<file path="src/rtl/trap_ctrl.sv">
// trap_ctrl: machine-mode trap controller for a single-issue core.
// It holds the M-mode trap CSRs and synchronizes the external interrupt lines.
// Each cycle it picks one event in the EXE stage: exception, then interrupt,
// then MRET, then CSR access. A trap or MRET drives a one-cycle registered
// redirect to the core. The cycle of that redirect is a bubble.

module trap_ctrl #(
    parameter int               XLEN        = 64,
    parameter int               NIRQ        = 4,
    parameter logic [XLEN-1:0]  MTVEC_RESET = {XLEN{1'b0}},
    parameter logic             MIE_RESET   = 1'b1
) (
    input  logic                clk,
    input  logic                reset,
    input  logic                exec_valid,
    input  logic [XLEN-1:0]     pc_in,
    input  logic [1:0]          csr_op,
    input  logic [11:0]         csr_addr,
    input  logic [XLEN-1:0]     csr_wdata,
    output logic [XLEN-1:0]     csr_rdata,
    output logic                csr_illegal,
    input  logic                mret,
    input  logic                exc_valid,
    input  logic [4:0]          exc_cause,
    input  logic [NIRQ-1:0]     irq_req,
    output logic [NIRQ-1:0]     irq_ack,
    output logic                redirect_valid,
    output logic [XLEN-1:0]     redirect_pc
);

    localparam logic [11:0] ADDR_MSTATUS  = 12'h300;
    localparam logic [11:0] ADDR_MIE      = 12'h304;
    localparam logic [11:0] ADDR_MTVEC    = 12'h305;
    localparam logic [11:0] ADDR_MSCRATCH = 12'h340;
    localparam logic [11:0] ADDR_MEPC     = 12'h341;
    localparam logic [11:0] ADDR_MCAUSE   = 12'h342;
    localparam logic [11:0] ADDR_MIP      = 12'h344;

    localparam logic [1:0]  OP_NONE = 2'b00;
    localparam logic [1:0]  OP_RW   = 2'b01;
    localparam logic [1:0]  OP_RS   = 2'b10;
    localparam logic [1:0]  OP_RC   = 2'b11;

    // Return the lowest set index of a pending vector. The caller checks that at least one bit is set.
    function automatic logic [4:0] lowest_index(input logic [NIRQ-1:0] vec);
        logic [4:0] idx;
        idx = 5'd0;
        for (int i = NIRQ - 1; i >= 0; i--) begin
            idx = vec[i] ? 5'(i) : idx;
        end
        return idx;
    endfunction

    // Synchronizer stages and architectural state
    logic [NIRQ-1:0] irq_meta_q;
    logic [NIRQ-1:0] irq_sync_q;
    logic            mstatus_mie_q;
    logic            mstatus_mpie_q;
    logic [NIRQ-1:0] mie_q;
    logic [XLEN-1:0] mtvec_q;
    logic [XLEN-1:0] mscratch_q;
    logic [XLEN-1:0] mepc_q;
    logic [XLEN-1:0] mcause_q;
    logic            redirect_valid_q;
    logic [XLEN-1:0] redirect_pc_q;
    logic [NIRQ-1:0] irq_ack_q;

    // Combinational decode
    logic [XLEN-1:0] mstatus_s;
    logic [XLEN-1:0] mie_view_s;
    logic [XLEN-1:0] mip_view_s;
    logic [XLEN-1:0] rdata_s;
    logic            implemented_s;
    logic            illegal_s;
    logic            active_s;
    logic [NIRQ-1:0] pending_s;
    logic            exc_take_s;
    logic            irq_take_s;
    logic            mret_take_s;
    logic            csr_take_s;
    logic            csr_wr_en_s;
    logic [XLEN-1:0] csr_new_s;
    logic [4:0]      irq_idx_s;
    logic [4:0]      irq_code_s;
    logic [NIRQ-1:0] irq_onehot_s;
    logic [XLEN-1:0] trap_base_s;
    logic [XLEN-1:0] target_d;
    logic [XLEN-1:0] mcause_d;

    // Assemble CSR views and read mux. Unimplemented addresses read zero.
    always_comb begin
        mstatus_s     = {XLEN{1'b0}};
        mstatus_s[3]  = mstatus_mie_q;
        mstatus_s[7]  = mstatus_mpie_q;
        mie_view_s    = {XLEN{1'b0}};
        mie_view_s[16 +: NIRQ] = mie_q;
        mip_view_s    = {XLEN{1'b0}};
        mip_view_s[16 +: NIRQ] = irq_sync_q;
        rdata_s       = {XLEN{1'b0}};
        implemented_s = 1'b1;
        case (csr_addr)
            ADDR_MSTATUS:  rdata_s = mstatus_s;
            ADDR_MIE:      rdata_s = mie_view_s;
            ADDR_MIP:      rdata_s = mip_view_s;
            ADDR_MTVEC:    rdata_s = mtvec_q;
            ADDR_MSCRATCH: rdata_s = mscratch_q;
            ADDR_MEPC:     rdata_s = mepc_q;
            ADDR_MCAUSE:   rdata_s = mcause_q;
            default: begin
                rdata_s       = {XLEN{1'b0}};
                implemented_s = 1'b0;
            end
        endcase
        illegal_s = (csr_op != OP_NONE) && !implemented_s;
    end

    // Arbitrate events in EXE. During the redirect cycle nothing commits.
    always_comb begin
        active_s    = exec_valid && !redirect_valid_q;
        pending_s   = irq_sync_q & mie_q;
        exc_take_s  = active_s && exc_valid;
        irq_take_s  = active_s && !exc_valid && mstatus_mie_q && (pending_s != {NIRQ{1'b0}});
        mret_take_s = active_s && !exc_take_s && !irq_take_s && mret;
        csr_take_s  = active_s && !exc_take_s && !irq_take_s && !mret_take_s
                      && (csr_op != OP_NONE) && !illegal_s;
        // A set or clear with a zero mask is only a read.
        csr_wr_en_s = csr_take_s && ((csr_op == OP_RW) || (csr_wdata != {XLEN{1'b0}}));
        case (csr_op)
            OP_RW:   csr_new_s = csr_wdata;
            OP_RS:   csr_new_s = rdata_s | csr_wdata;
            OP_RC:   csr_new_s = rdata_s & ~csr_wdata;
            default: csr_new_s = rdata_s;
        endcase
    end

    // Select the interrupt and build the cause and redirect target.
    always_comb begin
        irq_idx_s  = lowest_index(pending_s);
        irq_code_s = 5'd16 + irq_idx_s;
        for (int i = 0; i < NIRQ; i++) begin
            irq_onehot_s[i] = (irq_idx_s == 5'(i));
        end
        trap_base_s = {mtvec_q[XLEN-1:2], 2'b00};
        if (exc_take_s) begin
            mcause_d = {1'b0, {(XLEN-6){1'b0}}, exc_cause};
            target_d = trap_base_s;
        end else if (irq_take_s) begin
            mcause_d = {1'b1, {(XLEN-6){1'b0}}, irq_code_s};
            // Vectored mode offsets by 4*cause. The sum wraps at XLEN bits.
            if (mtvec_q[1:0] == 2'b01) begin
                target_d = trap_base_s + {{(XLEN-7){1'b0}}, irq_code_s, 2'b00};
            end else begin
                target_d = trap_base_s;
            end
        end else begin
            mcause_d = mcause_q;
            target_d = mepc_q;
        end
    end

    // Two-flop synchronizer for the asynchronous interrupt levels.
    always_ff @(posedge clk or negedge reset) begin
        if (!reset) begin
            irq_meta_q <= {NIRQ{1'b0}};
            irq_sync_q <= {NIRQ{1'b0}};
        end else begin
            irq_meta_q <= irq_req;
            irq_sync_q <= irq_meta_q;
        end
    end

    // CSR state. Trap entry, MRET and CSR writes are mutually exclusive by arbitration.
    always_ff @(posedge clk or negedge reset) begin
        if (!reset) begin
            mstatus_mie_q  <= MIE_RESET;
            mstatus_mpie_q <= 1'b0;
            mie_q          <= {NIRQ{1'b0}};
            mtvec_q        <= MTVEC_RESET;
            mscratch_q     <= {XLEN{1'b0}};
            mepc_q         <= {XLEN{1'b0}};
            mcause_q       <= {XLEN{1'b0}};
        end else if (exc_take_s || irq_take_s) begin
            mepc_q         <= pc_in;
            mcause_q       <= mcause_d;
            mstatus_mpie_q <= mstatus_mie_q;
            mstatus_mie_q  <= 1'b0;
        end else if (mret_take_s) begin
            mstatus_mie_q  <= mstatus_mpie_q;
            mstatus_mpie_q <= 1'b1;
        end else if (csr_wr_en_s) begin
            case (csr_addr)
                ADDR_MSTATUS: begin
                    mstatus_mie_q  <= csr_new_s[3];
                    mstatus_mpie_q <= csr_new_s[7];
                end
                ADDR_MIE:      mie_q      <= csr_new_s[16 +: NIRQ];
                // Modes 2 and 3 are reserved and are stored as direct mode.
                ADDR_MTVEC:    mtvec_q    <= csr_new_s[1] ? {csr_new_s[XLEN-1:2], 2'b00} : csr_new_s;
                ADDR_MSCRATCH: mscratch_q <= csr_new_s;
                ADDR_MEPC:     mepc_q     <= {csr_new_s[XLEN-1:1], 1'b0};
                ADDR_MCAUSE:   mcause_q   <= csr_new_s;
                default: begin
                    // mip is read-only. Writes to it are dropped.
                    mepc_q <= mepc_q;
                end
            endcase
        end
    end

    // Registered redirect and acknowledge pulses, one cycle after the committing edge.
    always_ff @(posedge clk or negedge reset) begin
        if (!reset) begin
            redirect_valid_q <= 1'b0;
            redirect_pc_q    <= {XLEN{1'b0}};
            irq_ack_q        <= {NIRQ{1'b0}};
        end else begin
            redirect_valid_q <= exc_take_s || irq_take_s || mret_take_s;
            if (exc_take_s || irq_take_s || mret_take_s) begin
                redirect_pc_q <= target_d;
            end
            irq_ack_q <= irq_take_s ? irq_onehot_s : {NIRQ{1'b0}};
        end
    end

    assign csr_rdata      = rdata_s;
    assign csr_illegal    = illegal_s;
    assign redirect_valid = redirect_valid_q;
    assign redirect_pc    = redirect_pc_q;
    assign irq_ack        = irq_ack_q;

endmodule

</file>
<file path="config.mk">
export PLATFORM = sky130hd
export DESIGN_NAME = trap_ctrl
export DESIGN_NICKNAME = d
export VERILOG_FILES = /design/src/rtl/trap_ctrl.sv
export SDC_FILE = /design/constraint.sdc
export NUM_CORES = 1
export LEC_CHECK = 0
export CORE_ASPECT_RATIO = 1.75
export CORE_MARGIN = 4
export CORE_UTILIZATION = 37
export DETAILED_ROUTE_END_ITERATION = 8
export MAX_ROUTING_LAYER = met4
export REMOVE_ABC_BUFFERS = 1
export SETUP_SLACK_MARGIN = 0.05
export SLEW_MARGIN = 20
export SYNTH_ARGS = -nofsm -noshare
export SYNTH_HDL_FRONTEND = slang
export SYNTH_SLANG_ARGS = --single-unit
</file>
<file path="constraint.sdc">
create_clock -name clk -period 2.8 [get_ports clk]
set_clock_uncertainty 0.15 [all_clocks]
set_input_delay 0.42 -clock clk [delete_from_list [all_inputs] [get_ports clk]]
set_output_delay 0.42 -clock clk [all_outputs]
set_load 0.01 [all_outputs]
</file>
==> impl_metrics.env, run 1 <==
export IMPL_status="finished, final reports clean"
export IMPL_nNetsFinal=3059
export IMPL_rsz0062_at_grt="yes"
export IMPL_drc_errors=0
export IMPL_register_area_um2=8462
export IMPL_firstDrtPassIters=6
export IMPL_synth_largest_area_cell="dfrtp_1"
export IMPL_slew_violations=0
export IMPL_path_class="in -> reg"
export IMPL_max_vdd_ir_drop_v=0.0003498
export IMPL_ys_seq_area_share_pct=42.66
export IMPL_multi_input_comb_area_um2=11230
export IMPL_relSlewSlack_pct=48.83
export IMPL_grt_total_usage_pct=33.19
export IMPL_layout_cells_non_filler=3611
export IMPL_cts_sinks=338
export IMPL_finalCritPeriodShare_pct=99.02
export IMPL_yosysUniqueCellTypes=90
export IMPL_met1_usage_pct=37.20
export IMPL_dp_slack_ns=-0.6948
export IMPL_ant_nets=0
export IMPL_clockBufferDepth=3
export IMPL_vias=21530
export IMPL_grt_busiest_layer="met2"
export IMPL_arrival_ns=3.05
export IMPL_htree_levels=2
export IMPL_antenna_cells=0
export IMPL_num_rows=112
export IMPL_final_cell_mix="381 x buf_4, 336 x nand2_1, 335 x dfrtp_1"
export IMPL_insertion_delay_ns=0.54
export IMPL_grtUsageMet2_pct=54.25
export IMPL_syn_instance_count=2276
export IMPL_die_y_um=314.2
export IMPL_drtIter0Drc=2170
export IMPL_antenna_found_initial=0
export IMPL_period_minus_slack_ns=2.773
export IMPL_core_area_um2=53250
export IMPL_fin_ws_ns=0.02746
export IMPL_grt_max_degree=76
export IMPL_ys_ff_latch=338
export IMPL_max_cap_viol_count=0
export IMPL_hp_class="in -> reg"
export IMPL_avgRoutedWirePerCell_um=27.39
export IMPL_power_leakage_uw=0.01326
export IMPL_synth_edff_count=0
export IMPL_die_w_um=183.0
export IMPL_cts_root_buf="clkbuf_16"
export IMPL_gp_congestion=0.9695
export IMPL_viasPerCell=5.963
export IMPL_worstSetupEndpointType="flip-flop"
export IMPL_grt_pass1_vias=21570
export IMPL_cp_start_kind="input port"
export IMPL_worstHoldStart="irq_req[1]"
export IMPL_drive_above_1_share_pct=26.82
export IMPL_nFillCells=4823
export IMPL_synth_flop_cell="dfrtp_1"
export IMPL_grt_pass1_wl_um=139900
export IMPL_cp_startpoint="csr_wdata[11]"
export IMPL_synth_area_um2=19830
export IMPL_cp_max_fo=7
export IMPL_max_freq_mhz=360.7
export IMPL_yosysWarnings=0
export IMPL_hpwl_um=68590
export IMPL_dp_cells=3468
export IMPL_synth_area_leaders="dfrtp_1 43%, o21ai_0 6.8%, nand2_1 6.5%"
export IMPL_routed_wl_um=98890
export IMPL_setup_viol=0
export IMPL_layout_cells_most_common="buf_4"
export IMPL_path_clk_slew_ns=0.07
export IMPL_io_pins=290
export IMPL_yosysTopAreaCellShare_pct=42.53
export IMPL_worstPathRequired_ns=3.08
export IMPL_reg2reg_from="mie_q[2]$_DFFE_PN0P_"
export IMPL_die_area_um2=57500
export IMPL_avgSynthCellArea_um2=8.712
export IMPL_initial_core_util_pct=37.23
export IMPL_cts_tree="built"
export IMPL_area_growth_pct=49.72
export IMPL_tightest_slew_ns=0.7675
export IMPL_cts_buffers=35
export IMPL_finalHoldViolCount=0
export IMPL_grt_util_met3_pct=4.601
export IMPL_async_reset_ff_share_pct=100.0
export IMPL_grt_overflow=0
export IMPL_port_buffers=289
export IMPL_p_per_area_nw_per_um2=472.4
==> logic make-up (layout without fill, tap and decap cells) <==
| family | Yosys count | in the layout | synth area share, % |
|---|---|---|---|
| and+or+nand+nor | 791 | 791 | 19.45 |
| AOI/OAI and AO/OA | 736 | 738 | 24.65 |
| DFF | 338 | 338 | 42.66 |
| buffers and inverters | 250 | 899 | 5.465 |
| xor gates and xnor gates | 80 | 80 | 3.534 |
| muxes | 79 | 79 | 4.108 |
| adders and majority gates | 2 | 2 | 0.1262 |
==> worst max-delay path: stages <==
cell and delay (ns):
clkdlybuf4s50_1 0.62, nor4_2 0.52, nand4_1 0.16, nor3_2 0.18, buf_4 0.21, buf_4 0.13
a2111o_2 0.29, buf_12 0.18, mux2_2 0.34
==> layout make-up <==
class                           instances  area share, %
Sequential cell                       338          28.50
Timing Repair Buffer                  776          25.79
Clock inverter                         13         0.7713
Clock buffer                           50          3.452
Multi-Input combinational cell       1690          37.84
Tap cell                              684          2.883
Inverter                               60         0.7587
==> state kept, by name (all words and copies together), names as in the netlist <==
signal	count
mepc_q	64
irq_meta_q	4
irq_sync_q	4
mstatus_mie_q	1
mscratch_q	64
mie_q	4
mcause_q	64
redirect_pc	64
mstatus_mpie_q	1
redirect_valid	1
mtvec_q	63
irq_ack	4
==> Yosys cell counts (all sizes together) (6+ instances only) <==
library cell and count:
a22oi 27, a211oi 18, a21o 38, mux2 19, buf 75, inv 59, nand2b 11, a31oi 18
a2bb2oi 7, a21oi 101, o21a 37, nor2 146, dfrtp 337, clkbuf 115, and3 13, a22o 99
o22ai 10, xnor2 76, nand2 343, o31ai 8, a32oi 7, nor3 24, and3b 30, nand3b 15
a211o 6, nor4 34, a221oi 6, and2 58, nor2b 7, nand4 20, or2 21, nand3 43
o211ai 9, a221o 26, o21ai 278, mux2i 60
==> layer usage <==
| layer | vias up | routed length, um |
|---|---|---|
| li1 | 9393 | - |
| met5 | - | 0 |
| met3 | 382 | 7014 |
| met2 | 1242 | 47190 |
| met4 | 0 | 9224 |
| met1 | 10520 | 35470 |
==> per-stage QoR <==
| stage | utilization, % | hold slack (ns) | power (uW) | area, um2 | setup TNS, ns |
|---|---|---|---|---|---|
| 5_1_grt | 55.75 | 0.1833 | 14450 | 29690 | 0 |
| 3_3_place_gp | 49.69 | 0.1937 | 8594 | 26460 | -193.02 |
| 4_1_cts | 54.20 | 0.1729 | 13990 | 28860 | 0 |
| 2_1_floorplan | - | -0.02559 | 6730 | 18970 | -802.23 |
| 3_5_place_dp | 49.69 | 0.1911 | 8631 | 26460 | -192.22 |
| 6_report | 55.75 | 0.1804 | 14020 | 29690 | 0 |
==> final timing paths <==
kind                                             to  slack, ns  cells after the start
hold / removal              irq_meta_q[1]$_DFF_PN0_       0.18                      1
setup / recovery            mtvec_q[19]$_DFFE_PN0P_       0.03                      9
max in group asynchronous  mcause_q[60]$_DFFE_PN0P_       1.34                      3
hold reg to reg             irq_sync_q[0]$_DFF_PN0_       0.21                      0
min in group asynchronous    mepc_q[28]$_DFFE_PN0P_       0.29                      2
setup reg to reg             mtvec_q[0]$_DFFE_PN0P_       0.05                     10
==> timing repair <==
item	in CTS	in global routing
setup endpoints to repair	358	326
cloned	10	15
endpoints found under the hold margin	63	0
hold buffers	1	0
setup buffers	33	22
resized for setup	343	137
pin swaps	26	31
==> where the power goes <==
part	switching (uW)	internal [uW]	total (uW)
clock	2160	3120	5270
combinational	1490	1490	2980
sequential	468	5300	5770
(Power assumes the default switching activity.)
==> run 2, diff against run 1 <==
==> constraint.sdc (replaced) <==
create_clock -name clk -period 3.6 [get_ports clk]
set_clock_uncertainty 0.15 [all_clocks]
set_input_delay 0.54 -clock clk [delete_from_list [all_inputs] [get_ports clk]]
set_output_delay 0.54 -clock clk [all_outputs]
set_load 0.01 [all_outputs]
==> run 2 against run 1 <==
  * Total power shrank 26%
  * Via count is 6.9% lower
  * Sequential power is 23% lower
  * Register-to-register slack better by 0.19 ns
  * Routed wire length fell by 8.3%
  * Critical endpoint is now csr_rdata[43]
  * Largest cell class unchanged
  * Largest power group unchanged
  * Highest routed layer unchanged
==> impl_metrics.env, run 2 (synthesized netlist as in run 1, its figures left out) <==
export IMPL_layout_cells_most_common="nand2_1"
export IMPL_insertion_delay_ns=0.54
export IMPL_initial_core_util_pct=37.23
export IMPL_r2r_cells=12
export IMPL_layout_cells_non_filler=3320
export IMPL_path_clk_slew_ns=0.06
export IMPL_cts_root_buf="clkbuf_16"
export IMPL_grt_util_met3_pct=3.723
export IMPL_dp_cells=3244
export IMPL_worstPathRequired_ns=2.91
export IMPL_hpwl_um=63540
export IMPL_vias=20050
export IMPL_max_freq_mhz=280.6
export IMPL_clockBufferDepth=3
export IMPL_postPlaceCellArea_um2=24750
export IMPL_fin_ws_ns=0.03657
export IMPL_finalHoldViolCount=0
export IMPL_nFillCells=5022
export IMPL_arrival_ns=2.87
export IMPL_cp_startpoint="csr_addr[6]"
export IMPL_cts_sinks=338
export IMPL_htree_levels=2
export IMPL_drc_errors=0
export IMPL_cts_tree="built"
export IMPL_port_buffers=289
export IMPL_viasPerCell=6.040
export IMPL_p_per_area_nw_per_um2=394.9
export IMPL_grt_busiest_layer="met2"
export IMPL_ant_nets=0
export IMPL_met1_usage_pct=36.42
export IMPL_status="finished, final reports clean"
export IMPL_antenna_found_initial=1
export IMPL_total_power_uw=10380
export IMPL_num_rows=112
export IMPL_finalCritPeriodShare_pct=98.98
export IMPL_max_vdd_ir_drop_v=0.0003106
export IMPL_drtIter0Drc=2004
export IMPL_die_y_um=314.2
export IMPL_period_minus_slack_ns=3.563
export IMPL_cts_buffers=36
export IMPL_grt_max_degree=98
export IMPL_relSlewSlack_pct=29.17
export IMPL_dp_slack_ns=-0.2051
export IMPL_grt_pass1_vias=20010
export IMPL_cp_max_fo=17
export IMPL_reg2reg_from="mie_q[2]$_DFFE_PN0P_"
export IMPL_fin_area_um2=26280
export IMPL_setup_viol=0
export IMPL_tightest_slew_ns=1.056
export IMPL_path_class="in -> out"
export IMPL_rrSetupSlack_ns=0.24
export IMPL_max_cap_viol_count=0
export IMPL_hp_class="reg -> reg"
export IMPL_die_area_um2=57500
export IMPL_die_w_um=183.0
export IMPL_grt_overflow=0
export IMPL_area_growth_pct=32.54
export IMPL_routed_wl_um=90670
export IMPL_nNetsFinal=2769
export IMPL_firstDrtPassIters=8
export IMPL_core_area_um2=53250
export IMPL_crit_end="csr_rdata[43]"
export IMPL_grt_total_usage_pct=31.22
export IMPL_worstSetupEndpointType="output port"
export IMPL_cp_start_kind="input port"
export IMPL_reg2reg_to="redirect_pc[60]$_DFFE_PN0N_"
export IMPL_slew_violations=0
export IMPL_power_leakage_uw=0.01161
export IMPL_io_pins=290
export IMPL_grtUsageMet2_pct=51.13
export IMPL_gp_congestion=0.9564
export IMPL_grt_pass1_wl_um=131700
export IMPL_final_cell_mix="340 x nand2_1, 337 x dfrtp_1, 261 x clkdlybuf4s50_1"
export IMPL_avgRoutedWirePerCell_um=27.31
export IMPL_rsz0062_at_grt="yes"
export IMPL_drive_above_1_share_pct=12.56
-- run 2: cell type report --
cell class	count	area (um2)	area share [%]
Multi-Input combinational cell	1688	10440	39.74
Sequential cell	338	8459	32.19
Timing Repair Buffer	487	5126	19.51
Clock buffer	50	1025	3.899
Tap cell	684	855.8	3.257
Inverter	60	225.2	0.8570
Clock inverter	12	143.9	0.5475
Antenna cell	1	2.502	0.009522
-- run 2: report_power, final --
part | switching [uW] | leakage (uW) | internal, uW | total [uW]
Sequential | 347 | 0.00451 | 4120 | 4470
Clock | 1650 | 0.000572 | 2210 | 3860
Combinational | 1070 | 0.00653 | 983 | 2050
Total | 3060 | 0.0116 | 7310 | 10400
-- run 2: how the worst min path moves through the flow --
stage	startpoint	end	cells past startpoint
2_1_floorplan	reset	irq_ack[0]$_DFF_PN0_	0
3_3_place_gp	irq_meta_q[3]$_DFF_PN0_	irq_sync_q[3]$_DFF_PN0_	0
3_5_place_dp	irq_meta_q[1]$_DFF_PN0_	irq_sync_q[1]$_DFF_PN0_	0
4_1_cts	irq_meta_q[0]$_DFF_PN0_	irq_sync_q[0]$_DFF_PN0_	0
5_1_grt	irq_meta_q[0]$_DFF_PN0_	irq_sync_q[0]$_DFF_PN0_	0
6_report	irq_meta_q[0]$_DFF_PN0_	irq_sync_q[0]$_DFF_PN0_	0
-- run 2: routing by layer --
layer / wire, um / share of wire [%]
met2: 43810 / 48
met5: 0 / 0
met1: 33050 / 36
met4: 7197 / 7.9
met3: 6609 / 7.3
-- run 2: worst max-delay path, cell delays in order --
cell and delay [ns]:
clkdlybuf4s50_1 0.51, buf_12 0.15, or3b_4 0.48, buf_12 0.21, nor2_1 0.19, o21ai_2 0.15
inv_1 0.08, clkdlybuf4s50_1 0.54
-- run 2: timing repair --
| action | in CTS | in global routing |
|---|---|---|
| hold endpoints to repair | 89 | 0 |
| endpoints found under the setup margin | 55 | 57 |
| cloned | 2 | 4 |
| pin swaps | 1 | 1 |
| resized for setup | 23 | 49 |
| buffers inserted | 4 | 2 |
| hold buffers | 1 | 0 |
-- run 2: stage by stage --
step / setup TNS, ns / utilization (%) / hold slack [ns]
after global routing: -0.0006979 / 49.35 / 0.2176
after CTS: 0 / 48.90 / 0.2065
after floorplan: -563.69 / - / 0.09441
final: 0 / 49.35 / 0.2062
after global placement: -30.41 / 46.46 / 0.1893
after detailed placement: -13.21 / 46.47 / 0.1847
==> run 3, diff against run 2 <==
--- a/config.mk
+++ b/config.mk
@@ -7,9 +7,10 @@
 export LEC_CHECK = 0
 export CORE_ASPECT_RATIO = 1.75
 export CORE_MARGIN = 4
-export CORE_UTILIZATION = 37
+export CORE_UTILIZATION = 60
 export DETAILED_ROUTE_END_ITERATION = 8
 export MAX_ROUTING_LAYER = met4
+export PLACE_DENSITY = 0.87
 export REMOVE_ABC_BUFFERS = 1
 export SETUP_SLACK_MARGIN = 0.05
 export SLEW_MARGIN = 20
==> run 3 against run 2 <==
  * Critical path depth is 1 higher
  * Fmax is 1.2% higher
  * Worst hold slack worse by 0.0058 ns
  * Non-clock buffer count is 31 lower
  * Clock power is 5% lower
  * First-iteration DRC count is 14% higher
  * Die area is 37% lower
  * Register-to-register slack better by 0.04 ns
==> impl_metrics.env, run 3 (synthesized netlist as in run 1, its figures left out) <==
export IMPL_die_w_um=145.4
export IMPL_ant_nets=0
export IMPL_avgRoutedWirePerCell_um=27.60
export IMPL_worstPathRequired_ns=2.91
export IMPL_cp_start_kind="input port"
export IMPL_hp_class="reg -> reg"
export IMPL_finalCritPeriodShare_pct=97.82
export IMPL_reg2reg_to="redirect_pc[48]$_DFFE_PN0N_"
export IMPL_register_area_um2=8459
export IMPL_grt_pass1_vias=21410
export IMPL_num_rows=87
export IMPL_reg2reg_from="mie_q[2]$_DFFE_PN0P_"
export IMPL_cts_buffers=34
export IMPL_path_cells="clkdlybuf4s50_1 -> buf_4 -> buf_4 -> nor4b_4 -> buf_6 -> clkbuf_16 -> a22oi_1 -> a21oi_2 -> clkdlybuf4s50_1"
export IMPL_cp_max_fo=9
export IMPL_rsz0062_at_grt="no"
export IMPL_grt_pass1_wl_um=125300
export IMPL_routed_wl_um=82970
export IMPL_grt_max_degree=93
export IMPL_core_area_um2=32440
export IMPL_setup_viol=0
export IMPL_insertion_delay_ns=0.54
export IMPL_drive_above_1_share_pct=11.53
export IMPL_drc_errors=0
export IMPL_layout_cells_non_filler=3006
export IMPL_grt_total_usage_pct=45.67
export IMPL_cts_root_buf="clkbuf_16"
export IMPL_tns_ns=0
export IMPL_path_class="in -> out"
export IMPL_viasPerCell=6.952
export IMPL_slew_violations=0
export IMPL_max_cap_viol_count=0
export IMPL_crit_slowest_cell="clkdlybuf4s50_1"
export IMPL_drtIter0Drc=2285
export IMPL_p_per_area_nw_per_um2=398.6
export IMPL_hpwl_um=58130
export IMPL_die_y_um=248.5
export IMPL_initial_core_util_pct=61.12
export IMPL_worstSetupEndpointType="output port"
export IMPL_crit_end="csr_rdata[54]"
export IMPL_rrSetupSlack_ns=0.28
export IMPL_cp_startpoint="csr_addr[6]"
export IMPL_max_vdd_ir_drop_v=0.0003719
export IMPL_area_growth_pct=28.29
export IMPL_firstDrtPassIters=7
export IMPL_die_area_um2=36130
export IMPL_power_leakage_uw=0.01110
export IMPL_period_minus_slack_ns=3.522
export IMPL_r2r_cells=12
export IMPL_io_pins=290
export IMPL_antenna_found_initial=2
export IMPL_vias=20900
export IMPL_htree_levels=2
export IMPL_dp_cells=2936
export IMPL_clockBufferDepth=3
export IMPL_tightest_slew_ns=0.9977
export IMPL_cts_tree="built"
export IMPL_status="finished, final reports clean"
export IMPL_relSlewSlack_pct=32.88
export IMPL_finalHoldViolCount=0
export IMPL_cts_sinks=338
export IMPL_grt_overflow=0
export IMPL_max_freq_mhz=284.0
export IMPL_port_buffers=289
export IMPL_nNetsFinal=2736
export IMPL_nFillCells=2265
export IMPL_critical_path_max_stage_delay_ns=0.57
export IMPL_final_cell_mix="341 x nand2_1, 337 x dfrtp_1, 277 x clkdlybuf4s50_1"
export IMPL_gp_congestion=1.039
export IMPL_layout_cells_most_common="nand2_1"
export IMPL_path_clk_slew_ns=0.06
export IMPL_multi_input_comb_area_um2=10430
export IMPL_arrival_ns=2.83
## run 3: where the power goes
group	switching (uW)	internal (uW)	leakage, uW	total [uW]
Clock	1610	2080	0.000561	3680
Sequential	311	4120	0.00451	4430
Combinational	1060	965	0.00604	2020
Total	2980	7160	0.0111	10100
## run 3: cell type report
type	count	share of cell area [%]
Inverter	60	0.8854
Multi-Input combinational cell	1688	41.01
Clock buffer	45	3.866
Timing Repair Buffer	456	18.44
Sequential cell	338	33.26
Antenna cell	3	0.02951
Tap cell	400	1.968
Clock inverter	16	0.5460
## run 3: repair_timing
action,4_1_cts,5_1_grt
endpoints found under the setup margin,37,53
buffers inserted,1,2
pin swaps,1,2
hold endpoints to repair,87,0
hold buffers,1,0
gates resized for setup,4,25
gates cloned,0,2
## run 3: critical path: cells and delay by family
family | cells | cell delay (ns)
compound gates | 2 | 0.33
buf+inv | 6 | 1.75
simple gates | 1 | 0.21
## run 3: metrics by stage
stage	utilization, %	total power (uW)	hold slack (ns)	setup slack [ns]	instance area (um2)
6_report	78.42	10140	0.2003	0.07842	25440
5_1_grt	78.41	10410	0.2099	0.03356	25430
4_1_cts	77.96	10070	0.2013	0.05903	25290
3_5_place_dp	74.41	6438	0.1863	-0.09309	24140
3_3_place_gp	74.41	6381	0.1853	-0.1220	24140
2_1_floorplan	-	5235	0.09441	-2.220	18970
## run 3: routing by layer
| layer | track usage, % | part of all wire (%) | up-vias |
|---|---|---|---|
| met5 | - | 0 | - |
| met4 | 37.92 | 11 | 0 |
| met3 | 7.851 | 9.6 | 564 |
| met2 | 71.92 | 47 | 1610 |
| met1 | 50.51 | 33 | 9989 |
| li1 | - | - | 8734 |
## run 3: worst min path at each step
stage | to | slack, ns | depth (start not counted) | start
after floorplan | irq_ack[0]$_DFF_PN0_ | 0.09 | 0 | reset
after global placement | irq_sync_q[0]$_DFF_PN0_ | 0.19 | 0 | irq_meta_q[0]$_DFF_PN0_
after detailed placement | irq_sync_q[3]$_DFF_PN0_ | 0.19 | 0 | irq_meta_q[3]$_DFF_PN0_
after CTS | irq_sync_q[3]$_DFF_PN0_ | 0.20 | 0 | irq_meta_q[3]$_DFF_PN0_
after global routing | irq_sync_q[3]$_DFF_PN0_ | 0.21 | 0 | irq_meta_q[3]$_DFF_PN0_
final | irq_sync_q[3]$_DFF_PN0_ | 0.20 | 0 | irq_meta_q[3]$_DFF_PN0_
